File: config.mk
export PLATFORM = sky130hd
export DESIGN_NAME = aes_op_sched
export DESIGN_NICKNAME = d
export VERILOG_FILES = /design/src/rtl/aes_op_sched.sv
export SDC_FILE = /design/constraint.sdc
export NUM_CORES = 1
export LEC_CHECK = 0
export CAP_MARGIN = 20
export CORE_AREA = 2 2 450 452
export CTS_CLUSTER_DIAMETER = 30
export DETAILED_ROUTE_END_ITERATION = 8
export DIE_AREA = 0 0 452 454
export GPL_TIMING_DRIVEN = 0
export SYNTH_ARGS = -nofsm -noshare
export SYNTH_HDL_FRONTEND = slang
export SYNTH_SLANG_ARGS = --single-unit
export TNS_END_PERCENT = 50
File: constraint.sdc
create_clock -name clk -period 20 [get_ports clk]
set_input_delay 4 -clock clk [delete_from_list [all_inputs] [get_ports clk]]
set_output_delay 4 -clock clk [all_outputs]
set_load 0.005 [all_outputs]
File: src/rtl/aes_op_sched.sv
// Round-robin scheduler sharing one multicycle AES core between requesters A and B.
// Optional build macro AES_OP_SCHED_ZEROIZE_EN clears operand/result regs after each response.
module aes_op_sched #(
  parameter int CORE_LAT = 4,
  parameter int CNT_W    = 8
) (
  input  logic         clk,
  input  logic         rst,
  input  logic         a_req_valid,
  output logic         a_req_ready,
  input  logic         a_mode,
  input  logic [127:0] a_in,
  input  logic [127:0] a_key,
  output logic         a_rsp_valid,
  input  logic         a_rsp_ready,
  output logic [127:0] a_rsp_data,
  input  logic         b_req_valid,
  output logic         b_req_ready,
  input  logic         b_mode,
  input  logic [127:0] b_in,
  input  logic [127:0] b_key,
  output logic         b_rsp_valid,
  input  logic         b_rsp_ready,
  output logic [127:0] b_rsp_data,
  output logic         core_mode,
  output logic [127:0] core_in,
  output logic [127:0] core_key,
  input  logic [127:0] core_out,
  output logic         busy
);

  typedef enum logic [1:0] {
    IDLE,
    RUN,
    RESP
  } state_t;

  localparam logic [CNT_W-1:0] LAT_M1 = CNT_W'(CORE_LAT - 1);

  state_t           state;
  state_t           state_nxt;
  logic             last_grant;
  logic             owner;
  logic [CNT_W-1:0] cnt;
  logic [127:0]     result;
  logic             gnt_vld;
  logic             gnt;
  logic             accept;
  logic             capture;
  logic             rsp_hs;

  // grant encoding: 0 = A, 1 = B
  always_comb begin
    gnt_vld = a_req_valid | b_req_valid;
    gnt     = (a_req_valid & b_req_valid) ? ~last_grant : b_req_valid;
  end

  always_comb begin
    state_nxt   = state;
    a_req_ready = 1'b0;
    b_req_ready = 1'b0;
    a_rsp_valid = 1'b0;
    b_rsp_valid = 1'b0;
    accept      = 1'b0;
    capture     = 1'b0;
    rsp_hs      = 1'b0;
    unique case (state)
      IDLE: begin
        a_req_ready = gnt_vld & ~gnt;
        b_req_ready = gnt_vld & gnt;
        accept      = gnt_vld;
        if (gnt_vld) state_nxt = RUN;
      end
      RUN: begin
        capture = (cnt == '0);
        if (capture) state_nxt = RESP;
      end
      RESP: begin
        a_rsp_valid = ~owner;
        b_rsp_valid = owner;
        rsp_hs      = owner ? b_rsp_ready : a_rsp_ready;
        if (rsp_hs) state_nxt = IDLE;
      end
      default: state_nxt = IDLE;
    endcase
  end

  assign a_rsp_data = result;
  assign b_rsp_data = result;
  assign busy       = (state != IDLE);

  always_ff @(posedge clk or posedge rst) begin
    if (rst) begin
      state      <= IDLE;
      last_grant <= 1'b1;
      owner      <= 1'b0;
      cnt        <= '0;
      core_mode  <= 1'b0;
      core_in    <= '0;
      core_key   <= '0;
      result     <= '0;
    end else begin
      state <= state_nxt;
      if (accept) begin
        owner      <= gnt;
        last_grant <= gnt;
        cnt        <= LAT_M1;
        core_mode  <= gnt ? b_mode : a_mode;
        core_in    <= gnt ? b_in : a_in;
        core_key   <= gnt ? b_key : a_key;
      end else if (state == RUN && cnt != '0) begin
        cnt <= cnt - 1'b1;
      end
      if (capture) result <= core_out;
`ifdef AES_OP_SCHED_ZEROIZE_EN
      if (rsp_hs) begin
        core_in  <= '0;
        core_key <= '0;
        result   <= '0;
      end
`endif
    end
  end

endmodule

==> metrics.txt <==
reported leakage power=15.8 nW; #FFs+latches synth=approximately 400; Register-to-Register Path Depth=7; number of max-slew violations in the final report=0; post-layout net count=3788; largest net degree at the start of global routing=112; iteration-0 DRC count of the detailed router=1404; CTS Hold Bufs=0; highest ir drop seen on vdd=roughly 0.071 mV; Synth Instances=roughly 1800; count of unique library cells instantiated by Yosys=38; share of total power in the clock network=0.322; number of CTS-inserted buffers=134; mean routed wirelength per cell=28.8 um; number of port buffers=~1200; buffer depth of the longest clock path=3; number of optimization iterations in the first detailed-route pass=5; number of global-route vias before repair=~20000; buffers inserted during post-CTS setup optimization=0; total gr overflow=0; endpoint of the worst hold-timing path=owner; Crit path required time=16.00 ns; post-CTS sizing=0; start point of the worst min-delay path=owner; worst-case headroom to the max-slew limit=0.286; worst path cell trace=clkdlybuf4s50_1, nand2_1, and2_1, clkbuf_1, nor2_1, clkbuf_1, clkdlybuf4s50_1; initial cell density of the core=0.0908; Power, Total=7.00 mW; chip height=454 um; Core Area=roughly 0.2 mm^2; worst slew pin tran=1.07 ns; capturing element type of the critical path=primary output; area of the mapped netlist=0.0182 mm^2; Post-synth ARST share=1.00; HPWL Detailed=149 mm; H-tree Lvls=4; non-filler instance count after layout=5945; share of the clock period used by the worst path=0.519; sequential share of power=0.232; Final ANT Viol Nets=0; time the final worst path needs with I/O delays and setup=10.38 ns; highest clock rate=96.3 MHz; Synth Flop Type=sky130_fd_sc_hd__dfrtp_1; Placement Rows=roughly 170; # DRC=0; x dimension of the die=between 400 and 500 um; share of post-route cells with drive strength above 1=0.163; instance count along the most critical hold path=1; Routed WL=171 mm; Clk Tree Root Cell=sky130_fd_sc_hd__clkbuf_16; dpl cells=5674; number of synthesized flops with an enable pin=0; startpoint type of the worst setup path=input port; total power density per cell area=182 mW/mm^2; I/O pins=1166; Worst path max stage delay=0.62 ns; r2r endpoint=core_key[73]; weighted congestion reported at the end of routability-driven placement=0.947; clock-pin slew reported for the worst setup and hold paths after clock tree synthesis=around 0.040 ns; CTS tree=done; critical path peak fanout=10; setup slack at placement=9.65 ns; post-synthesis sequential area ratio=0.545; drt via density=3.36; initial antenna violation count=60; total of warnings raised by yosys=0; Worst Clk Skew=0.0480 ns; worst-skew pair later-pin latency=0.77 ns; status=complete, no violations; commonest cells after routing, fill and taps aside=1165 x sky130_fd_sc_hd__clkdlybuf4s50_1, 482 x sky130_fd_sc_hd__nand2_1, 396 x sky130_fd_sc_hd__dfrtp_1, 241 x sky130_fd_sc_hd__nor2_1, 237 x sky130_fd_sc_hd__a31oi_1; Avg Cell Area, Syn=9.99 um^2; endpoint arrival time on the critical path=6.38 ns; final design utilization=0.191; final setup violation count=0; total global-route track usage=0.161; Gate power share=0.446; type of the most critical hold path=register to register; most common cell after layout, fill and taps aside=sky130_fd_sc_hd__clkdlybuf4s50_1; number of sinks on the clock net=approximately 400; Post-Syn Nets=about 2500; Die ar.=0.205 mm^2; area growth from synthesis to layout=111%; cell-internal power=4.40 mW; switching power total=approximately 2.6 mW; Register-to-Register Setup Slack=16.93 ns; RSZ-0062 raised after global routing=false; highest-delay cell along the critical path=sky130_fd_sc_hd__clkdlybuf4s50_1; Hold Violations, Final=0; max_cap viols=0; R2R Path Start=state[1]; type of the setup path with the least slack=input port to primary output; switching share of power=0.372; wire length of the first global-routing pass=212 mm; setup ws final=9.62 ns; vias=around 20000
==> cell type report <==
cell class / instances / area (um^2)
plain buffers: 257 / 1590
diodes: 25 / 62.6
inverters: 6 / 30.0
clock buffers: 188 / 3790
fillers: 22100 / 162000
flip-flops and latches: 397 / 9940
repair buffers: 1177 / 11900
well taps: 2672 / 3340
clock inverters: 58 / 1070
multi-input cells: 1165 / 6690
==> synthesized netlist by cell type, drive strengths merged, types with 3 or more instances <==
cell	number	area share
o21ai	3	0.00082
or4	3	0.0014
a31oi	237	0.081
inv	6	0.0012
mux2	128	0.10
dfrtp	396	0.54
buf	178	0.071
clkbuf	79	0.016
a221o	21	0.012
nor2	243	0.050
and3	20	0.0069
nand2	482	0.099
==> worst max-delay path: cells and delay by family <==
| family | cells | cell delay (ns) |
|---|---|---|
| simple gates | 3 | 0.51 |
| buf+inv | 4 | 1.86 |
==> registers in the layout (all words and copies together) (netlist names) <==
name	count
core_mode	1
core_in	128
cnt	8
a_rsp_data	128
state	2
owner	1
last_grant	1
core_key	128
==> how the worst max path moves through the flow <==
stage / start / endpoint / cells after the start
floorplan: rst / a_rsp_data[0] / 1
global placement: rst / core_in[82] / 2
detailed placement: a_req_valid / a_req_ready / 7
CTS: a_req_valid / a_req_ready / 7
global route: a_req_valid / a_req_ready / 7
finish: a_req_valid / a_req_ready / 7
==> through the flow <==
stage / hold slack (ns) / setup TNS [ns] / instance area, um^2
floorplan: 0.465 / 0 / 18200
global placement: 0.482 / -719.64 / 33200
detailed placement: 0.490 / 0 / 33500
CTS: 0.498 / 0 / 38300
global route: 0.524 / 0 / 38400
finish: 0.499 / 0 / 38400
==> layer usage <==
metal / vias to the layer above / track usage / share of wire / wire length (um)
met5: - / 0 / 0.0013 / 216
met4: 8 / 0.0749 / 0.041 / 7100
met3: 253 / 0.0863 / 0.12 / 20100
met2: 993 / 0.279 / 0.51 / 86800
met1: 9936 / 0.157 / 0.33 / 57000
li1: 8775 / - / - / -
==> cells by family after synthesis <==
group                    after synthesis  synth area share
multiplexers                         130             0.105
XOR/XNOR                               1          0.000480
flip-flops                           397             0.545
AO/OA/AOI/OAI                        271            0.0975
adder cells (fa/ha/maj)                2           0.00137
buffers and inverters                263            0.0885
AND/OR/NAND/NOR                      761             0.162
==> power groups by stage <==
stage / sequential, mW / combinational [mW] / clock [mW]
2_1_floorplan: 1.49 / 1.01 / 0
3_3_place_gp: 1.63 / 3.18 / 0
4_1_cts: 1.64 / 3.21 / 2.30
3_5_place_dp: 1.64 / 3.20 / 0
6_report: 1.63 / 3.12 / 2.26
5_1_grt: 1.68 / 3.36 / 2.34
Power figures use the tool's default switching activity.
